===== config.mk =====
export PLATFORM = sky130hd
export DESIGN_NAME = hazard_scoreboard_flat
export DESIGN_NICKNAME = d
export VERILOG_FILES = /design/src/rtl/hazard_scoreboard_if.sv /design/src/rtl/hazard_scoreboard.sv /design/src/flat_wrapper.sv
export SDC_FILE = /design/constraint.sdc
export NUM_CORES = 1
export LEC_CHECK = 0
export ABC_AREA = 1
export BUFFER_PORTS_ARGS = -buffer_cell sky130_fd_sc_hd__buf_4
export CAP_MARGIN = 30
export CELL_PAD_IN_SITES_DETAIL_PLACEMENT = 0
export CELL_PAD_IN_SITES_GLOBAL_PLACEMENT = 1
export CORE_MARGIN = 2
export CORE_UTILIZATION = 35
export CTS_CLUSTER_DIAMETER = 60
export CTS_CLUSTER_SIZE = 24
export DETAILED_ROUTE_END_ITERATION = 6
export PLACE_DENSITY_LB_ADDON = 0.3
export SLEW_MARGIN = 10
export SYNTH_ARGS = -nofsm -noshare
export SYNTH_HDL_FRONTEND = slang
export SYNTH_SLANG_ARGS = --single-unit

===== constraint.sdc =====
create_clock -name clk -period 5.5 [get_ports clk]
set_clock_uncertainty 0.1 [all_clocks]
set_input_delay 0.55 -clock clk [delete_from_list [all_inputs] [get_ports clk]]
set_output_delay 0.55 -clock clk [all_outputs]
set_load 0.005 [all_outputs]

===== src/rtl/hazard_scoreboard_if.sv =====
// Pipeline <-> hazard unit signal bundle. master = pipeline side, slave = hazard unit.
interface hazard_scoreboard_if #(
  parameter int REG_W = 4,
  parameter int NSRC  = 3
);
  logic [NSRC*REG_W-1:0] SrcD;
  logic [NSRC-1:0]       SrcValidD;
  logic [REG_W-1:0]      DstD;
  logic                  RegWriteD;
  logic                  MemtoRegD;
  logic [NSRC*REG_W-1:0] SrcE;
  logic [NSRC-1:0]       SrcValidE;
  logic [REG_W-1:0]      DstE;
  logic                  MemtoRegE;
  logic [REG_W-1:0]      DstM;
  logic [REG_W-1:0]      DstW;
  logic                  RegWriteM;
  logic                  RegWriteW;
  logic                  MemRespValid;
  logic [REG_W-1:0]      MemRespDst;
  logic                  BranchTakenE;
  logic                  PCWrPendingF;
  logic                  PCSrcW;
  logic [NSRC*2-1:0]     ForwardE;
  logic                  StallF;
  logic                  StallD;
  logic                  FlushD;
  logic                  FlushE;
  logic [3:0]            OutCount;
  logic                  RespErr;
  logic [31:0]           StallCount;

  modport master (
    output SrcD, SrcValidD, DstD, RegWriteD, MemtoRegD,
           SrcE, SrcValidE, DstE, MemtoRegE,
           DstM, DstW, RegWriteM, RegWriteW,
           MemRespValid, MemRespDst,
           BranchTakenE, PCWrPendingF, PCSrcW,
    input  ForwardE, StallF, StallD, FlushD, FlushE,
           OutCount, RespErr, StallCount
  );

  modport slave (
    input  SrcD, SrcValidD, DstD, RegWriteD, MemtoRegD,
           SrcE, SrcValidE, DstE, MemtoRegE,
           DstM, DstW, RegWriteM, RegWriteW,
           MemRespValid, MemRespDst,
           BranchTakenE, PCWrPendingF, PCSrcW,
    output ForwardE, StallF, StallD, FlushD, FlushE,
           OutCount, RespErr, StallCount
  );
endinterface


===== src/rtl/hazard_scoreboard.sv =====
// Forwarding, pending-load scoreboard and stall/flush control for NSRC-operand pipeline.
// Optional D-stall performance counter enabled by defining HAZARD_PERF_CNT_EN.

// One source operand: E-stage forward select and D-stage load hazard detect.
module hazard_scoreboard_lane #(
  parameter int REG_W = 4
) (
  input  logic [REG_W-1:0]       srcD,
  input  logic                   srcValidD,
  input  logic [REG_W-1:0]       srcE,
  input  logic                   srcValidE,
  input  logic [REG_W-1:0]       dstE,
  input  logic                   memtoRegE,
  input  logic [REG_W-1:0]       dstM,
  input  logic                   regWriteM,
  input  logic [REG_W-1:0]       dstW,
  input  logic                   regWriteW,
  input  logic [(1<<REG_W)-1:0]  pend,
  output logic [1:0]             fwd,
  output logic                   hit
);
  always_comb begin
    fwd = 2'b00;
    if (srcValidE && regWriteM && srcE == dstM)      fwd = 2'b10;
    else if (srcValidE && regWriteW && srcE == dstW) fwd = 2'b01;
  end

  assign hit = srcValidD && ((memtoRegE && srcD == dstE) || pend[srcD]);
endmodule

module hazard_scoreboard #(
  parameter int REG_W   = 4,
  parameter int NSRC    = 3,
  parameter int MAX_OUT = 4
) (
  input logic          clk,
  input logic          reset,
  hazard_scoreboard_if.slave hz
);
  localparam int         NREG    = 1 << REG_W;
  localparam logic [3:0] MAX_CNT = 4'(MAX_OUT);

  logic [NREG-1:0]            pend, pendNext;
  logic [3:0]                 outCount;
  logic                       respErr;
  logic [NSRC-1:0][1:0]       fwd;
  logic [NSRC-1:0]            srcHit;
  logic                       issue, resp, respHit, respDec;
  logic                       wawHit, fullHit, ldStall;

  genvar i;
  generate
    for (i = 0; i < NSRC; i++) begin : g_lane
      hazard_scoreboard_lane #(.REG_W(REG_W)) u_lane (
        .srcD      (hz.SrcD[i*REG_W +: REG_W]),
        .srcValidD (hz.SrcValidD[i]),
        .srcE      (hz.SrcE[i*REG_W +: REG_W]),
        .srcValidE (hz.SrcValidE[i]),
        .dstE      (hz.DstE),
        .memtoRegE (hz.MemtoRegE),
        .dstM      (hz.DstM),
        .regWriteM (hz.RegWriteM),
        .dstW      (hz.DstW),
        .regWriteW (hz.RegWriteW),
        .pend      (pend),
        .fwd       (fwd[i]),
        .hit       (srcHit[i])
      );
    end
  endgenerate

  assign issue   = hz.MemtoRegE;
  assign resp    = hz.MemRespValid;
  assign respHit = pend[hz.MemRespDst];
  // Only a response matching a pending entry retires an outstanding load.
  assign respDec = resp && respHit && (outCount != 4'd0);

  assign wawHit  = hz.RegWriteD && pend[hz.DstD];
  // The sole path from MemRespValid to StallD: a same-cycle response frees a slot.
  assign fullHit = hz.MemtoRegD && (outCount == MAX_CNT) && !resp;
  assign ldStall = (|srcHit) || wawHit || fullHit;

  always_comb begin
    pendNext = pend;
    if (resp)  pendNext[hz.MemRespDst] = 1'b0;
    if (issue) pendNext[hz.DstE]       = 1'b1;
  end

  always_ff @(posedge clk or posedge reset) begin
    if (reset) begin
      pend     <= '0;
      outCount <= 4'd0;
      respErr  <= 1'b0;
    end else begin
      pend <= pendNext;
      case ({issue, respDec})
        2'b10:   outCount <= outCount + 4'd1;
        2'b01:   outCount <= outCount - 4'd1;
        default: outCount <= outCount;
      endcase
      if (resp && (!respHit || (outCount == 4'd0 && !issue)))
        respErr <= 1'b1;
    end
  end

`ifdef HAZARD_PERF_CNT_EN
  logic [31:0] stallCnt;
  always_ff @(posedge clk or posedge reset) begin
    if (reset)                           stallCnt <= 32'd0;
    else if (ldStall && stallCnt != '1)  stallCnt <= stallCnt + 32'd1;
  end
  assign hz.StallCount = stallCnt;
`else
  assign hz.StallCount = 32'd0;
`endif

  assign hz.ForwardE = fwd;
  assign hz.StallD   = ldStall;
  assign hz.StallF   = ldStall || hz.PCWrPendingF;
  assign hz.FlushE   = ldStall || hz.BranchTakenE;
  assign hz.FlushD   = hz.PCWrPendingF || hz.PCSrcW || hz.BranchTakenE;
  assign hz.OutCount = outCount;
  assign hz.RespErr  = respErr;
endmodule

===== src/flat_wrapper.sv =====
// flat-port wrapper written by rule: the top's interface ports become plain ports
module hazard_scoreboard_flat 
#(
  parameter int REG_W   = 4,
  parameter int NSRC    = 3,
  parameter int MAX_OUT = 4
)
  (clk, reset, hz_SrcD, hz_SrcValidD, hz_DstD, hz_RegWriteD, hz_MemtoRegD, hz_SrcE, hz_SrcValidE, hz_DstE, hz_MemtoRegE, hz_DstM, hz_DstW, hz_RegWriteM, hz_RegWriteW, hz_MemRespValid, hz_MemRespDst, hz_BranchTakenE, hz_PCWrPendingF, hz_PCSrcW, hz_ForwardE, hz_StallF, hz_StallD, hz_FlushD, hz_FlushE, hz_OutCount, hz_RespErr, hz_StallCount);
  hazard_scoreboard_if #(.REG_W(REG_W), .NSRC(NSRC)) hz_i ();
  input logic clk;
  input logic reset;
  input wire logic [$bits(hz_i.SrcD)-1:0] hz_SrcD;
  input wire logic [$bits(hz_i.SrcValidD)-1:0] hz_SrcValidD;
  input wire logic [$bits(hz_i.DstD)-1:0] hz_DstD;
  input wire logic [$bits(hz_i.RegWriteD)-1:0] hz_RegWriteD;
  input wire logic [$bits(hz_i.MemtoRegD)-1:0] hz_MemtoRegD;
  input wire logic [$bits(hz_i.SrcE)-1:0] hz_SrcE;
  input wire logic [$bits(hz_i.SrcValidE)-1:0] hz_SrcValidE;
  input wire logic [$bits(hz_i.DstE)-1:0] hz_DstE;
  input wire logic [$bits(hz_i.MemtoRegE)-1:0] hz_MemtoRegE;
  input wire logic [$bits(hz_i.DstM)-1:0] hz_DstM;
  input wire logic [$bits(hz_i.DstW)-1:0] hz_DstW;
  input wire logic [$bits(hz_i.RegWriteM)-1:0] hz_RegWriteM;
  input wire logic [$bits(hz_i.RegWriteW)-1:0] hz_RegWriteW;
  input wire logic [$bits(hz_i.MemRespValid)-1:0] hz_MemRespValid;
  input wire logic [$bits(hz_i.MemRespDst)-1:0] hz_MemRespDst;
  input wire logic [$bits(hz_i.BranchTakenE)-1:0] hz_BranchTakenE;
  input wire logic [$bits(hz_i.PCWrPendingF)-1:0] hz_PCWrPendingF;
  input wire logic [$bits(hz_i.PCSrcW)-1:0] hz_PCSrcW;
  output wire logic [$bits(hz_i.ForwardE)-1:0] hz_ForwardE;
  output wire logic [$bits(hz_i.StallF)-1:0] hz_StallF;
  output wire logic [$bits(hz_i.StallD)-1:0] hz_StallD;
  output wire logic [$bits(hz_i.FlushD)-1:0] hz_FlushD;
  output wire logic [$bits(hz_i.FlushE)-1:0] hz_FlushE;
  output wire logic [$bits(hz_i.OutCount)-1:0] hz_OutCount;
  output wire logic [$bits(hz_i.RespErr)-1:0] hz_RespErr;
  output wire logic [$bits(hz_i.StallCount)-1:0] hz_StallCount;
  assign hz_i.SrcD = hz_SrcD;
  assign hz_i.SrcValidD = hz_SrcValidD;
  assign hz_i.DstD = hz_DstD;
  assign hz_i.RegWriteD = hz_RegWriteD;
  assign hz_i.MemtoRegD = hz_MemtoRegD;
  assign hz_i.SrcE = hz_SrcE;
  assign hz_i.SrcValidE = hz_SrcValidE;
  assign hz_i.DstE = hz_DstE;
  assign hz_i.MemtoRegE = hz_MemtoRegE;
  assign hz_i.DstM = hz_DstM;
  assign hz_i.DstW = hz_DstW;
  assign hz_i.RegWriteM = hz_RegWriteM;
  assign hz_i.RegWriteW = hz_RegWriteW;
  assign hz_i.MemRespValid = hz_MemRespValid;
  assign hz_i.MemRespDst = hz_MemRespDst;
  assign hz_i.BranchTakenE = hz_BranchTakenE;
  assign hz_i.PCWrPendingF = hz_PCWrPendingF;
  assign hz_i.PCSrcW = hz_PCSrcW;
  assign hz_ForwardE = hz_i.ForwardE;
  assign hz_StallF = hz_i.StallF;
  assign hz_StallD = hz_i.StallD;
  assign hz_FlushD = hz_i.FlushD;
  assign hz_FlushE = hz_i.FlushE;
  assign hz_OutCount = hz_i.OutCount;
  assign hz_RespErr = hz_i.RespErr;
  assign hz_StallCount = hz_i.StallCount;
  hazard_scoreboard #(.REG_W(REG_W), .NSRC(NSRC), .MAX_OUT(MAX_OUT)) u_core (.clk(clk), .reset(reset), .hz(hz_i));
endmodule

==> results.json <==
{
  "wl_per_cell_um": 13.9,
  "max-cap-violations": 0,
  "syn_area_per_cell_um2": 5.95,
  "clock_latency_ns": 0.26,
  "cts_resized": 0,
  "routed_wl_um": 8500,
  "viasPerCell": 5.01,
  "grt_max_degree": 22,
  "reg2reg_depth": 12,
  "rsz0062_at_grt": "no",
  "synthFlopType": "dfrtp_1",
  "start_util": 0.362,
  "clock-root-buffer": "clkbuf_8",
  "num_rows": 31,
  "final_antenna_net_count": 0,
  "path_cells": "inv_1 -> nand2_1 -> o211ai_1 -> nand3_1 -> nand2_1 -> nand2_1 -> nand3_1 -> nand2_1 -> nor2_2 -> nand3_1 -> buf_4",
  "synth_cell_types": 31,
  "async_flop_share": 1.00,
  "io_buffers": 75,
  "clk_path_buf_depth": 2,
  "crit_path_max_incr_delay_ns": 0.49,
  "grt_overflow": 0,
  "cellPowerDensity_mw_per_mm2": 221,
  "htree_levels": 1,
  "tightest_slew_ns": 0.805,
  "finalCritPeriodShare": 0.450,
  "relSlewSlack": 0.463,
  "dr.pass1.iters": 5,
  "outcome": "finished, final reports clean",
  "timing.fmax_ghz": 0.404,
  "hp-class": "input pin to async pin",
  "whs_ns": 0.339,
  "fin_setup_tns_ns": 0,
  "crit_top_cell": "nand2_1",
  "globalplace.congestion": 0.895,
  "p_leak_nw": 1.70,
  "cp-endpoint": "hz_StallF",
  "setup_viol": 0,
  "antennaDiodeCount": 0,
  "grt_pass1_wl_um": 13900,
  "r2r_slack_ns": 3.12,
  "ys_seq_area_frac": 0.199,
  "numCtsBuffers": 3,
  "synthToLayoutAreaGrowth_pct": 21.2,
  "drive_gt1_frac": 0.189,
  "syn-cell-area_mm2": 0.00264,
  "vias": 3069,
  "cts_tree": "done",
  "fp.dieH_um": 90.9,
  "ir_drop_v": 0.000244,
  "io_pins": 108,
  "worstSetupEndpointType": "output pin",
  "hpwlAfterDp_um": 6780,
  "cp_max_fo": 5,
  "drt_iter0_markers": 243,
  "r2r_start": "u_core.pend[11]",
  "synth_cells": 444,
  "required_ns": 4.85,
  "crit_slowest_cell": "dfrtp_1",
  "crit_path_start_kind": "flop",
  "synth-seq-cells": 21,
  "hold_buffers": 0,
  "grt.total_usage": 0.207,
  "fin_crit_ns": 2.48,
  "reg2reg_to": "u_core.hz.OutCount[3]",
  "clock-sinks": 21,
  "postCtsSetupBuffers": 0,
  "die_area_mm2": 0.00826,
  "nets": 579,
  "path_delay_family": "simple AND/OR/NAND/NOR gates",
  "crit_arrival_ns": 1.83,
  "crit_start": "u_core.pend[9]",
  "critical_path_class": "flop to output pin",
  "core_mm2": 0.00729,
  "synth_edf_count": 0,
  "grt_pass1_vias": 2883,
  "cp.depth": 11,
  "drc_errors": 0,
  "cts.clk_slew.worst_paths_ns": 0.08,
  "die_w_um": 90.9,
  "path_buf_inv": 2,
  "ys.warnings.count": 0,
  "finalHoldViolations": 0,
  "antenna_found_initial": 0,
  "drv_slew": 0
}
==> flip-flops by register name, indices dropped and copies added, names as in the netlist <==
name                cells
u_core.hz.OutCount      4
u_core.hz.RespErr       1
u_core.pend            16
==> synthesized netlist by cell type, types with 4 or more instances <==
cell type,instances,share of area
a21oi_1,10,0.019
a22oi_1,4,0.011
buf_4,36,0.10
dfrtp_1,21,0.20
inv_1,57,0.081
inv_2,6,0.0085
nand2_1,117,0.17
nand3_1,63,0.12
nor2_1,27,0.038
nor2_2,4,0.0095
nor3_1,6,0.011
o2111ai_1,6,0.020
o21ai_0,36,0.068
o22ai_1,8,0.019
o31ai_1,5,0.014
xnor2_1,4,0.013
xor2_1,7,0.023
==> cells in the final DEF (no fill, tap or decap), drive strengths merged <==
cell type and instances:
o31ai 5, nor2 31, xor2 7, o211ai 3, clkinv 1, dfrtp 21, ha 3, buf 75
nor3 6, o2111ai 6, nand2 117, a22oi 4, nor4 1, mux2 1, conb 32, inv 65
xnor2 4, nand4 1, a21oi 10, nand3b 3, or2 1, clkbuf 3, o22ai 9, o21ai 42
nand3 63
==> routing by layer <==
layer | vias to the layer above | routed length (um) | GRT usage | part of all wire
li1 | 1532 | - | - | -
met1 | 1368 | 3740 | 0.284 | 0.44
met2 | 150 | 3860 | 0.336 | 0.45
met3 | 19 | 716 | 0.0267 | 0.084
met4 | 0 | 180 | 0.0707 | 0.021
met5 | - | 0 | 0 | 0
==> where the power goes <==
| part | total, mW | internal, mW | switching, mW |
|---|---|---|---|
| clock network | 0.103 | 0.0505 | 0.0525 |
| logic | 0.341 | 0.148 | 0.193 |
| registers | 0.263 | 0.196 | 0.0676 |
==> per-stage QoR <==
stage	setup WS [ns]	instances	util	cell area, um^2	power, mW
3_5_place_dp	2.75	609	0.433	3160	0.606
3_3_place_gp	2.85	609	0.433	3160	0.602
6_report	3.02	613	0.439	3200	0.707
5_1_grt	2.82	613	0.439	3200	0.774
4_1_cts	3.02	613	0.439	3200	0.709
2_1_floorplan	3.15	475	-	2760	0.469
==> worst min-delay path by stage <==
stage                             end         startpoint
floorplan           u_core.hz.RespErr  u_core.hz.RespErr
global placement    u_core.hz.RespErr  u_core.hz.RespErr
detailed placement  u_core.hz.RespErr  u_core.hz.RespErr
CTS                    u_core.pend[3]              reset
global route        u_core.hz.RespErr  u_core.hz.RespErr
finish                 u_core.pend[3]              reset
==> cells by family after synthesis <==
family,count (synthesis),synth area share
DFF,21,0.199
AOI/OAI and AO/OA,79,0.180
xor gates and xnor gates,11,0.0365
buffers and inverters,105,0.204
other,1,0.00142
and+or+nand+nor,223,0.360
muxes,1,0.00426
adders and majority gates,3,0.0142
==> area by class of cell <==
cell class                 count  area, um^2
fill                         803        4090
multi-input combinational    349        1690
timing repair buffer          75         563
sequential                    21         526
tap                           99         124
clock inverter                 1        5.00
clock buffer                   3        41.3
inverter                      65         249
No activity file was read; power rests on OpenSTA's default activity.
